`src/rtl/reg_bank_arbiter_pkg.sv`:
```
// Shared opcodes and FSM encoding for the register bank arbiter.
// Optional build macro used by the arbiter: REG_ARB_FIXED_PRIO_EN.
package reg_arb_pkg;

  localparam logic [1:0] OP_WRITE  = 2'b00;
  localparam logic [1:0] OP_READ   = 2'b01;
  localparam logic [1:0] OP_CLEAR  = 2'b10;
  localparam logic [1:0] OP_PRESET = 2'b11;

  typedef enum logic {
    IDLE = 1'b0,
    EXEC = 1'b1
  } state_e;

endpackage

```
`src/rtl/reg_bank_arbiter_if.sv`:
```
// Client request/response and register-bank control bundle of the arbiter.
// slave = arbiter side, master = clients plus register bank side.
interface reg_bank_arbiter_if #(
  parameter int NrOfRequesters = 4,
  parameter int NrOfRegs       = 8,
  parameter int AddrBits       = 3,
  parameter int NrOfBits       = 8
);
  localparam int IdBits = $clog2(NrOfRequesters);

  logic [NrOfRequesters-1:0]          req;
  logic [2*NrOfRequesters-1:0]        req_op;
  logic [AddrBits*NrOfRequesters-1:0] req_addr;
  logic [NrOfBits*NrOfRequesters-1:0] req_wdata;
  logic [NrOfRequesters-1:0]          gnt;
  logic [NrOfRegs-1:0]                reg_ce;
  logic [NrOfRegs-1:0]                reg_cs;
  logic [NrOfRegs-1:0]                reg_clr;
  logic [NrOfRegs-1:0]                reg_pre;
  logic [NrOfBits-1:0]                bus_wdata;
  logic [NrOfBits-1:0]                bus_q;
  logic                               rsp_valid;
  logic [IdBits-1:0]                  rsp_id;
  logic [NrOfBits-1:0]                rsp_data;
  logic                               rsp_err;
  logic                               busy;

  modport slave (
    input  req, req_op, req_addr, req_wdata, bus_q,
    output gnt, reg_ce, reg_cs, reg_clr, reg_pre, bus_wdata,
    output rsp_valid, rsp_id, rsp_data, rsp_err, busy
  );

  modport master (
    output req, req_op, req_addr, req_wdata, bus_q,
    input  gnt, reg_ce, reg_cs, reg_clr, reg_pre, bus_wdata,
    input  rsp_valid, rsp_id, rsp_data, rsp_err, busy
  );

endinterface

```
`src/rtl/reg_bank_arbiter_rr_picker.sv`:
```
// Combinational one-hot winner selection from the request vector.
// REG_ARB_FIXED_PRIO_EN selects lowest-index-wins and ignores i_ptr.
module reg_arb_rr_picker #(
  parameter int N       = 4,
  parameter int PtrBits = 2
) (
  input  logic [N-1:0]       i_req,
  input  logic [PtrBits-1:0] i_ptr,
  output logic [N-1:0]       o_gnt
);

`ifdef REG_ARB_FIXED_PRIO_EN
  logic w_seen;

  // Lowest requesting index wins.
  always_comb begin
    o_gnt  = '0;
    w_seen = 1'b0;
    for (int i = 0; i < N; i++) begin
      o_gnt[i] = i_req[i] & ~w_seen;
      w_seen   = w_seen | i_req[i];
    end
  end
`else
  logic [2*N-1:0] w_rot_dbl;
  logic [2*N-1:0] w_back_dbl;
  logic [N-1:0]   w_rot;
  logic [N-1:0]   w_pick;
  logic           w_seen;

  // Rotate so the pointer position is bit 0, take the lowest, rotate back.
  always_comb begin
    w_rot_dbl  = {i_req, i_req} >> i_ptr;
    w_rot      = w_rot_dbl[N-1:0];
    w_pick     = '0;
    w_seen     = 1'b0;
    for (int i = 0; i < N; i++) begin
      w_pick[i] = w_rot[i] & ~w_seen;
      w_seen    = w_seen | w_rot[i];
    end
    w_back_dbl = {w_pick, w_pick} << i_ptr;
    o_gnt      = w_back_dbl[2*N-1:N];
  end
`endif

endmodule

```
`src/rtl/reg_bank_arbiter.sv`:
```
// Arbitrates clients onto a shared tristate register bank, one access per two Ticks.
// Define REG_ARB_FIXED_PRIO_EN for fixed priority instead of round-robin.
module reg_bank_arbiter
  import reg_arb_pkg::*;
#(
  parameter int NrOfRequesters = 4,
  parameter int NrOfRegs       = 8,
  parameter int AddrBits       = 3,
  parameter int NrOfBits       = 8
) (
  input logic                Clock,
  input logic                Reset_n,
  input logic                Tick,
  reg_bank_arbiter_if.slave  bus
);

  localparam int IdBits = $clog2(NrOfRequesters);
  localparam logic [AddrBits:0] NREGS_W = (AddrBits+1)'(NrOfRegs);

  state_e                    r_state, w_state;
  logic [1:0]                r_op, w_op;
  logic [AddrBits-1:0]       r_addr, w_addr;
  logic [IdBits-1:0]         r_id, w_id;
  logic [NrOfRequesters-1:0] r_gnt, w_gnt;
  logic [NrOfRegs-1:0]       r_ce, w_ce, r_cs, w_cs, r_clr, w_clr, r_pre, w_pre;
  logic [NrOfBits-1:0]       r_wdata, w_wdata, r_rsp_data, w_rsp_data;
  logic                      r_rsp_valid, w_rsp_valid, r_rsp_err, w_rsp_err;
  logic [IdBits-1:0]         r_rsp_id, w_rsp_id;
  logic                      r_busy, w_busy;

  logic [NrOfRequesters-1:0] w_win;
  logic [IdBits-1:0]         w_win_id, w_ptr;
  logic [1:0]                w_sel_op;
  logic [AddrBits-1:0]       w_sel_addr;
  logic [NrOfBits-1:0]       w_sel_wdata;
  logic [NrOfRegs-1:0]       w_sel_dec;
  logic                      w_sel_ok, w_cur_ok, w_take;

  reg_arb_rr_picker #(.N(NrOfRequesters), .PtrBits(IdBits)) u_picker (
    .i_req (bus.req),
    .i_ptr (w_ptr),
    .o_gnt (w_win)
  );

  // Mux the winner's op, address and data out of the flattened request buses.
  always_comb begin
    w_win_id    = '0;
    w_sel_op    = 2'b00;
    w_sel_addr  = '0;
    w_sel_wdata = '0;
    for (int i = 0; i < NrOfRequesters; i++) begin
      w_win_id    = w_win_id    | (w_win[i] ? IdBits'(i) : '0);
      w_sel_op    = w_sel_op    | (bus.req_op[2*i +: 2] & {2{w_win[i]}});
      w_sel_addr  = w_sel_addr  | (bus.req_addr[AddrBits*i +: AddrBits] & {AddrBits{w_win[i]}});
      w_sel_wdata = w_sel_wdata | (bus.req_wdata[NrOfBits*i +: NrOfBits] & {NrOfBits{w_win[i]}});
    end
  end

  assign w_sel_ok  = ({1'b0, w_sel_addr} < NREGS_W);
  assign w_cur_ok  = ({1'b0, r_addr} < NREGS_W);
  assign w_sel_dec = w_sel_ok ? ({{(NrOfRegs-1){1'b0}}, 1'b1} << w_sel_addr) : '0;
  assign w_take    = (r_state == IDLE) && Tick && (|bus.req);

`ifdef REG_ARB_FIXED_PRIO_EN
  assign w_ptr = '0;
`else
  logic [IdBits-1:0] r_ptr;

  // Round-robin pointer moves to winner+1 on every grant.
  always_ff @(posedge Clock or negedge Reset_n) begin
    if (!Reset_n) begin
      r_ptr <= '0;
    end else if (w_take) begin
      r_ptr <= (w_win_id == IdBits'(NrOfRequesters-1)) ? '0 : w_win_id + 1'b1;
    end else begin
      r_ptr <= r_ptr;
    end
  end

  assign w_ptr = r_ptr;
`endif

  // Next state and next registered outputs; gnt and rsp_valid are single-cycle pulses.
  always_comb begin
    w_state     = r_state;
    w_op        = r_op;
    w_addr      = r_addr;
    w_id        = r_id;
    w_gnt       = '0;
    w_ce        = r_ce;
    w_cs        = r_cs;
    w_clr       = r_clr;
    w_pre       = r_pre;
    w_wdata     = r_wdata;
    w_rsp_valid = 1'b0;
    w_rsp_id    = r_rsp_id;
    w_rsp_data  = r_rsp_data;
    w_rsp_err   = r_rsp_err;
    w_busy      = r_busy;
    case (r_state)
      IDLE: begin
        if (w_take) begin
          w_state = EXEC;
          w_op    = w_sel_op;
          w_addr  = w_sel_addr;
          w_id    = w_win_id;
          w_gnt   = w_win;
          w_busy  = 1'b1;
          w_ce    = (w_sel_op == OP_WRITE)  ? w_sel_dec  : '0;
          w_cs    = (w_sel_op == OP_READ)   ? ~w_sel_dec : '1;
          w_clr   = (w_sel_op == OP_CLEAR)  ? w_sel_dec  : '0;
          w_pre   = (w_sel_op == OP_PRESET) ? w_sel_dec  : '0;
          w_wdata = (w_sel_op == OP_WRITE)  ? w_sel_wdata : r_wdata;
        end else begin
          w_state = IDLE;
        end
      end
      EXEC: begin
        if (Tick) begin
          w_state = IDLE;
          w_busy  = 1'b0;
          w_ce    = '0;
          w_cs    = '1;
          w_clr   = '0;
          w_pre   = '0;
          if (r_op == OP_READ) begin
            w_rsp_valid = 1'b1;
            w_rsp_id    = r_id;
            w_rsp_data  = w_cur_ok ? bus.bus_q : '0;
            w_rsp_err   = ~w_cur_ok;
          end else begin
            w_rsp_valid = 1'b0;
          end
        end else begin
          w_state = EXEC;
        end
      end
      default: begin
        w_state = IDLE;
        w_busy  = 1'b0;
        w_ce    = '0;
        w_cs    = '1;
        w_clr   = '0;
        w_pre   = '0;
      end
    endcase
  end

  // State and output registers.
  always_ff @(posedge Clock or negedge Reset_n) begin
    if (!Reset_n) begin
      r_state     <= IDLE;
      r_op        <= OP_WRITE;
      r_addr      <= '0;
      r_id        <= '0;
      r_gnt       <= '0;
      r_ce        <= '0;
      r_cs        <= '1;
      r_clr       <= '0;
      r_pre       <= '0;
      r_wdata     <= '0;
      r_rsp_valid <= 1'b0;
      r_rsp_id    <= '0;
      r_rsp_data  <= '0;
      r_rsp_err   <= 1'b0;
      r_busy      <= 1'b0;
    end else begin
      r_state     <= w_state;
      r_op        <= w_op;
      r_addr      <= w_addr;
      r_id        <= w_id;
      r_gnt       <= w_gnt;
      r_ce        <= w_ce;
      r_cs        <= w_cs;
      r_clr       <= w_clr;
      r_pre       <= w_pre;
      r_wdata     <= w_wdata;
      r_rsp_valid <= w_rsp_valid;
      r_rsp_id    <= w_rsp_id;
      r_rsp_data  <= w_rsp_data;
      r_rsp_err   <= w_rsp_err;
      r_busy      <= w_busy;
    end
  end

  assign bus.gnt       = r_gnt;
  assign bus.reg_ce    = r_ce;
  assign bus.reg_cs    = r_cs;
  assign bus.reg_clr   = r_clr;
  assign bus.reg_pre   = r_pre;
  assign bus.bus_wdata = r_wdata;
  assign bus.rsp_valid = r_rsp_valid;
  assign bus.rsp_id    = r_rsp_id;
  assign bus.rsp_data  = r_rsp_data;
  assign bus.rsp_err   = r_rsp_err;
  assign bus.busy      = r_busy;

endmodule

```
`src/flat_wrapper.sv`:
```
// flat-port wrapper written by rule: the top's interface ports become plain ports
module reg_bank_arbiter_flat import reg_arb_pkg::*;
#(
  parameter int NrOfRequesters = 4,
  parameter int NrOfRegs       = 8,
  parameter int AddrBits       = 3,
  parameter int NrOfBits       = 8
)
  (Clock, Reset_n, Tick, bus_req, bus_req_op, bus_req_addr, bus_req_wdata, bus_bus_q, bus_gnt, bus_reg_ce, bus_reg_cs, bus_reg_clr, bus_reg_pre, bus_bus_wdata, bus_rsp_valid, bus_rsp_id, bus_rsp_data, bus_rsp_err, bus_busy);
  reg_bank_arbiter_if #(.NrOfRequesters(NrOfRequesters), .NrOfRegs(NrOfRegs), .AddrBits(AddrBits), .NrOfBits(NrOfBits)) bus_i ();
  input logic Clock;
  input logic Reset_n;
  input logic Tick;
  input wire logic [$bits(bus_i.req)-1:0] bus_req;
  input wire logic [$bits(bus_i.req_op)-1:0] bus_req_op;
  input wire logic [$bits(bus_i.req_addr)-1:0] bus_req_addr;
  input wire logic [$bits(bus_i.req_wdata)-1:0] bus_req_wdata;
  input wire logic [$bits(bus_i.bus_q)-1:0] bus_bus_q;
  output wire logic [$bits(bus_i.gnt)-1:0] bus_gnt;
  output wire logic [$bits(bus_i.reg_ce)-1:0] bus_reg_ce;
  output wire logic [$bits(bus_i.reg_cs)-1:0] bus_reg_cs;
  output wire logic [$bits(bus_i.reg_clr)-1:0] bus_reg_clr;
  output wire logic [$bits(bus_i.reg_pre)-1:0] bus_reg_pre;
  output wire logic [$bits(bus_i.bus_wdata)-1:0] bus_bus_wdata;
  output wire logic [$bits(bus_i.rsp_valid)-1:0] bus_rsp_valid;
  output wire logic [$bits(bus_i.rsp_id)-1:0] bus_rsp_id;
  output wire logic [$bits(bus_i.rsp_data)-1:0] bus_rsp_data;
  output wire logic [$bits(bus_i.rsp_err)-1:0] bus_rsp_err;
  output wire logic [$bits(bus_i.busy)-1:0] bus_busy;
  assign bus_i.req = bus_req;
  assign bus_i.req_op = bus_req_op;
  assign bus_i.req_addr = bus_req_addr;
  assign bus_i.req_wdata = bus_req_wdata;
  assign bus_i.bus_q = bus_bus_q;
  assign bus_gnt = bus_i.gnt;
  assign bus_reg_ce = bus_i.reg_ce;
  assign bus_reg_cs = bus_i.reg_cs;
  assign bus_reg_clr = bus_i.reg_clr;
  assign bus_reg_pre = bus_i.reg_pre;
  assign bus_bus_wdata = bus_i.bus_wdata;
  assign bus_rsp_valid = bus_i.rsp_valid;
  assign bus_rsp_id = bus_i.rsp_id;
  assign bus_rsp_data = bus_i.rsp_data;
  assign bus_rsp_err = bus_i.rsp_err;
  assign bus_busy = bus_i.busy;
  reg_bank_arbiter #(.NrOfRequesters(NrOfRequesters), .NrOfRegs(NrOfRegs), .AddrBits(AddrBits), .NrOfBits(NrOfBits)) u_core (.Clock(Clock), .Reset_n(Reset_n), .Tick(Tick), .bus(bus_i));
endmodule
```
`config.mk`:
```
export PLATFORM = sky130hd
export DESIGN_NAME = reg_bank_arbiter_flat
export DESIGN_NICKNAME = d
export VERILOG_FILES = /design/src/rtl/reg_bank_arbiter_pkg.sv /design/src/rtl/reg_bank_arbiter_if.sv /design/src/rtl/reg_bank_arbiter_rr_picker.sv /design/src/rtl/reg_bank_arbiter.sv /design/src/flat_wrapper.sv
export SDC_FILE = /design/constraint.sdc
export NUM_CORES = 1
export LEC_CHECK = 0
export BUFFER_PORTS_ARGS = -buffer_cell sky130_fd_sc_hd__buf_2
export CAP_MARGIN = 40
export CELL_PAD_IN_SITES_DETAIL_PLACEMENT = 1
export CELL_PAD_IN_SITES_GLOBAL_PLACEMENT = 1
export CORE_UTILIZATION = 35
export DETAILED_ROUTE_END_ITERATION = 12
export PLACE_DENSITY_LB_ADDON = 0.12
export SYNTH_ARGS = -nofsm -noshare
export SYNTH_HDL_FRONTEND = slang
export SYNTH_SLANG_ARGS = --single-unit
export TNS_END_PERCENT = 10
```
`constraint.sdc`:
```
create_clock -name Clock -period 3.59 [get_ports Clock]
set_input_delay 0.718 -clock Clock [delete_from_list [all_inputs] [get_ports Clock]]
set_output_delay 0.718 -clock Clock [all_outputs]
set_load 0.02 [all_outputs]
```
# == Word level (Yosys, flattened, before mapping) ==
# Index checks and enable logic that the tools add are counted.
# word_totals
regBits,63
in_bits,67
output_inout_bits,57
word_cells,95
# op_classes
add_sub_neg,1
n_eq_ne,7
n_shift,3
mux,29
bitwise_logic,33
reduce_logical,8
# op_table
op,n
$mux 8,10
$pmux 8 s2,4
$and 8x8->8,4
$or 8x8->8,3
$and 3x3->3,4
$or 2x2->2,5
$or 3x3->3,3
$and 2x2->2,4
$mux 1,8
$mux 4,2
$not 8->8,1
$shl 1x3->8 const A,1
$shl 8x2->8,1
$shr 8x2->4,1
$eq 2x2->1 const B,3
$mux 2,3
$reduce_and 3->1,2
$eq 2x1->1 const B,2
$not 1->1,4
$pmux 1 s2,2
$reduce_and 2->1,2
$reduce_or 4->1,1
$and 1x1->1,3
$add 2x1->2 const B,1
other kinds (5),7

# == Depth between registers and ports, before layout ==
# depth
ltp_word,15
ltp_mapped,9
mapped_depth_nobuf,6

# == Cells and area by module ==
# From an unflattened synthesis, not the netlist that was laid out.
# unflattened
cells_unflattened,279
hier_area_um2,2817.7
# by_module_without_submodules
mod,n_inst,cells_per_inst,area_each_um2,seq_area_each_um2
reg_bank_arbiter,1,260,2706.3,1586.5
reg_arb_rr_picker,1,19,111.4,0.0

# == Worst setup path before layout ==
# Ideal clock, no wire load.
# synth_timing
path_type,input to register
startpoint,in bus_req[1]
endpoint,reg u_core.r_wdata[6] (netlist: u_core.bus.bus_wdata[6])
setup_time_ns,0.125
t_arrival_ns,2.598
required_time_ns,3.465
path_slack_ns,0.867
cell_stages,8
path_buffers,2
path_cell_list,nor2_1 a221oi_2 nor2b_1 buf_6 a222oi_1 nand4_4 buf_6 mux2_4
# synth_via
elab_chain_cells,12
elab_cells_between_ends,28
cone_classes,shift (2); bitwise (22); reduce/logical (4)
# synth_rtl
element,line,source
start: declaration,flat_wrapper.sv:14,input wire logic [$bits(bus_i.req)-1:0] bus_req;
$shr 8x2->4,reg_bank_arbiter_rr_picker.sv:33,"w_rot_dbl = {i_req, i_req} >> i_ptr;"
$or 1x1->1 (2 in a row),reg_bank_arbiter_rr_picker.sv:39,w_seen = w_seen | w_rot[i];
$not 1->1,reg_bank_arbiter_rr_picker.sv:38,w_pick[i] = w_rot[i] & ~w_seen;
$and 1x1->1,reg_bank_arbiter_rr_picker.sv:38,
$shl 8x2->8,reg_bank_arbiter_rr_picker.sv:41,"w_back_dbl = {w_pick, w_pick} << i_ptr;"
$and 2x2->2,reg_bank_arbiter.sv:53,w_sel_op = w_sel_op | (bus.req_op[2*i +: 2] & {2{w_win[i]}});
$or 2x2->2 (3 in a row),reg_bank_arbiter.sv:53,
$logic_not 2->1,reg_bank_arbiter.sv:113,w_wdata = (w_sel_op == OP_WRITE) ? w_sel_wdata : r_wdata;
$reduce_and 3->1 (no source line),--,
end signal: assignment,reg_bank_arbiter.sv:177,r_wdata <= w_wdata;
end: declaration,reg_bank_arbiter.sv:26,"logic [NrOfBits-1:0] r_wdata, w_wdata, r_rsp_data, w_rsp_data;"
# Parallel ways exist; a longest one is shown, timed or not.
# A chain may end at the register's enable or synchronous reset.

# == Worst setup path after layout ==
# layout_timing
startpoint,reg u_core.r_ptr[1]
endpoint,reg u_core.r_pre[1] (netlist: u_core.bus.reg_pre[1])
# layout_via
elab_chain_cells,14
elab_cells_between_ends,29
cone_classes,eq/ne (1); shift (3); mux (3); bitwise (22)
# layout_rtl
element,line,source
start: declaration,reg_bank_arbiter.sv:67,logic [IdBits-1:0] r_ptr;
start signal: assignment,reg_bank_arbiter.sv:74,r_ptr <= (w_win_id == IdBits'(NrOfRequesters-1)) ? '0 : w_win_id + 1'b1;
start signal: assignment,reg_bank_arbiter.sv:76,r_ptr <= r_ptr;
$shr 8x2->4,reg_bank_arbiter_rr_picker.sv:33,
$or 1x1->1 (2 in a row),reg_bank_arbiter_rr_picker.sv:39,
$not 1->1,reg_bank_arbiter_rr_picker.sv:38,
$and 1x1->1,reg_bank_arbiter_rr_picker.sv:38,
$shl 8x2->8 *,reg_bank_arbiter_rr_picker.sv:41,
$and 2x2->2 or $and 3x3->3 (tied branches),"reg_bank_arbiter.sv:53, reg_bank_arbiter.sv:54",
$or 2x2->2 or $or 3x3->3 (tied branches) (3 in a row),"reg_bank_arbiter.sv:53, reg_bank_arbiter.sv:54",
$eq 2x2->1 or $shl 1x3->8 (tied branches),"reg_bank_arbiter.sv:112, reg_bank_arbiter.sv:61",
$mux 8 *,reg_bank_arbiter.sv:112,w_pre = (w_sel_op == OP_PRESET) ? w_sel_dec : '0;
$mux 8 *,reg_bank_arbiter.sv:102,if (w_take) begin
$pmux 8 s2 *,reg_bank_arbiter.sv:100,case (r_state)
end signal: assignment,reg_bank_arbiter.sv:176,r_pre <= w_pre;
end: declaration,reg_bank_arbiter.sv:25,"logic [NrOfRegs-1:0] r_ce, w_ce, r_cs, w_cs, r_clr, w_clr, r_pre, w_pre;"
# Mark *: on every way between the ends. The rest lies on a longest branch, timed or not. The select of a mux whose other input is x is not followed.

==> impl_metrics.ini <==
[pwr]
p_int_mw = 1.684
p_sw_share_pct = 36.42
powerDensity_nw_per_um2 = 685.3
finalPower_mw = 2.649
seqPwrFrac_pct = 36.9
peakVddDrop_uv = 239.8
p_switching_uw = 964.7
leakage_nw = 1.978
pwr-share-comb_pct = 35.1
clkPwrFrac_pct = 28.0

[cts]
cts_resized = 0
cts_tree = done
path_clk_slew_ns = 0.07
postCtsSetupBuffers = 0
clockBufferDepth = 2
hold_buffers = 0
cts_root_buffer = clkbuf_8
cts_sinks = 63
cts_buffers = 9
clk_latency_ns = 0.34
htreeDepth = 3

[yosys]
async_reset_ff_share_pct = 100.0
yosys_register_bits = 63
yosys_warnings = 0
netlist.area_leader.share_pct = 47.56
synthesis.area_um2 = 2894
yosys.area.top_type = dfrtp_1
postSynthAreaPerCell_um2 = 10.19
synth_edf_count = 0
ys.flop_type = dfrtp_1
synth_fp_nets = 351
yosysSeqAreaShare_pct = 54.82
synth_cell_type_count = 44
netlist_instances = 284
ys_top_cells_by_area = dfrtp_1 48%, nand2_1 8.9%, dfstp_2 7.3%

[global_route]
use_met2_pct = 33.46
grt.met1_usage_pct = 27.18
grt_pass1_wl_mm = 13.90
antenna_found_initial = 0
grt_max_degree = 25
grt_pass1_vias = 2738
met3_usage_pct = 7.389
grt_util_all_layers_pct = 21.17
grt-ovfl-total = 0
busiest_layer = met2

[final_layout]
layout_common_cells = 122 x buf_2, 69 x nand2_1, 55 x dfrtp_1
layout-drive-gt1-share_pct = 40.24
mostFrequentLayoutCell = buf_2
fin_nets = 477
n_antenna_cell = 0
area_delta_synth_final_pct = 33.55
instances_no_fill = 517

[sta]
fin_ws_ns = 0.7478
worst_pin_slew_ns = 0.8739
hold_violations = 0
holdWs_ns = 0.3152
rsz0062_at_grt = no
max_slew_margin_pct = 41.74
fin_crit_sh_pct = 79.17
max_freq_ghz = 0.3518
finalClockSkew_ns = 0.009420
finalSetupTns_ns = 0
finalCriticalPeriod_ns = 2.842
setup_viol = 0
finalMaxSlewViolations = 0

[floorplanning]
initial_utilization_pct = 36.88
rows = 32
die-width_um = 92.93
die_area_um2 = 8636
die_y_um = 92.93
coreArea_um2 = 7848
io_pins = 124

[routing]
drtAntennaViolNets = 0
num_vias = 2708
wl_per_cell_um = 16.51
routed_via_density = 5.238
drt-pass1-iter-count = 4
first_iter_violations = 79
drcViolationCount = 0
routed_wl_mm = 8.538

[critical_path]
crit_family = compound AO/OA/AOI/OAI gates
path_class = flop to flop
critPathBufInv = 1
path_max_fanout = 12
slowest_delay_ns = 0.61
critPathRequiredTime_ns = 3.87
startpoint_type = flop
end_kind = flop
crit_path_cell_trace = a21bo_2, nand2_1, nor2_1, a222oi_1, buf_4, a21oi_1, a32o_1
cp_data_arrival_time_ns = 3.12
slowest_stage = dfrtp_1

[job]
maxCapViolCount = 0

[placed_design]
place_ws_ns = 0.5775
hpwlAfterDp_mm = 6.271
portBuffers = 122
gp_congestion = 0.7697
placed_cells = 501

[hold_path]
hold_class = primary input to async pin

[run_status]
outcome = finished, final reports clean
==> worst reg2reg max path, cell delays in order (launching register included) <==
cell and delay, ns:
dfrtp_1 0.61, a21bo_2 0.26, nand2_1 0.08, nor2_1 0.57, a222oi_1 0.21, buf_4 0.22
a21oi_1 0.54, a32o_1 0.27
==> per-layer routing <==
layer	part of all wire (%)	routed length, µm
met1	44	3780
met2	47	3979
met3	8.0	687
met4	1.1	90
met5	0	0
==> worst paths after layout <==
kind / startpoint / endpoint / slack, ns / cells past startpoint
min: Reset_n / u_core.bus.rsp_data[7] / 0.32 / 1
max: u_core.r_ptr[1] / u_core.bus.reg_pre[1] / 0.75 / 7
max in group asynchronous: Reset_n / u_core.bus.reg_cs[7] / 2.37 / 3
max reg2reg: u_core.r_ptr[1] / u_core.bus.reg_pre[1] / 0.75 / 7
min in group Clock: u_core.bus.rsp_data[6] / u_core.bus.rsp_data[6] / 0.47 / 2
min reg2reg: u_core.bus.rsp_data[6] / u_core.bus.rsp_data[6] / 0.47 / 2
==> stage by stage <==
step / utilization [%] / area [µm²]
floorplan: - / 2894
finish: 49.25 / 3865
global route: 49.25 / 3865
CTS: 49.25 / 3865
detailed placement: 46.24 / 3628
global placement: 45.98 / 3608
==> final cells by class <==
class	instances	area, µm²
clock buffer	10	127.6
clock inverter	6	108.9
fill	955	3983
inverter	5	18.77
multi-input combinational	199	1197
sequential	63	1587
tap	102	127.6
timing repair buffer	132	698.2
==> Yosys cell counts (all sizes together) (3+ instances only) <==
library cell and count:
dfrtp 55, nor2 6, nor3 9, a22o 6, inv 5, a21oi 9, o22a 8, a222oi 9
nand2 69, nand3 13, clkbuf 12, nor2b 3, dfstp 8, mux2 8, o21ai 24, buf 5
a221oi 4, o2bb2ai 5, a221o 3
==> cells by family after synthesis <==
group,after synthesis,share of synthesized area (%)
AO/OA/AOI/OAI,79,20.23
XOR/XNOR,1,0.3027
buffers and inverters,22,3.804
flip-flops,63,54.82
multiplexers,9,3.718
other,1,0.1296
AND/OR/NAND/NOR,109,16.99
==> registers in the layout, indices dropped and copies added (netlist names), 2 cells and up <==
register,count
u_core.bus.gnt,4
u_core.r_ptr,2
u_core.bus.bus_wdata,8
u_core.bus.rsp_id,2
u_core.bus.reg_clr,8
u_core.r_op,2
u_core.bus.reg_pre,8
u_core.r_id,2
u_core.bus.reg_ce,8
u_core.bus.rsp_data,8
u_core.bus.reg_cs,8
==> power groups by stage <==
stage          sequential [mW]  clock (mW)  combinational, mW
2_1_floorplan             1.12           0              0.467
3_3_place_gp             0.984           0              0.912
3_5_place_dp             0.988           0              0.936
4_1_cts                  0.979       0.761              0.941
5_1_grt                   1.00       0.790               1.02
6_report                 0.978       0.741              0.930
Note: power is estimated with default switching activity, not from simulation.
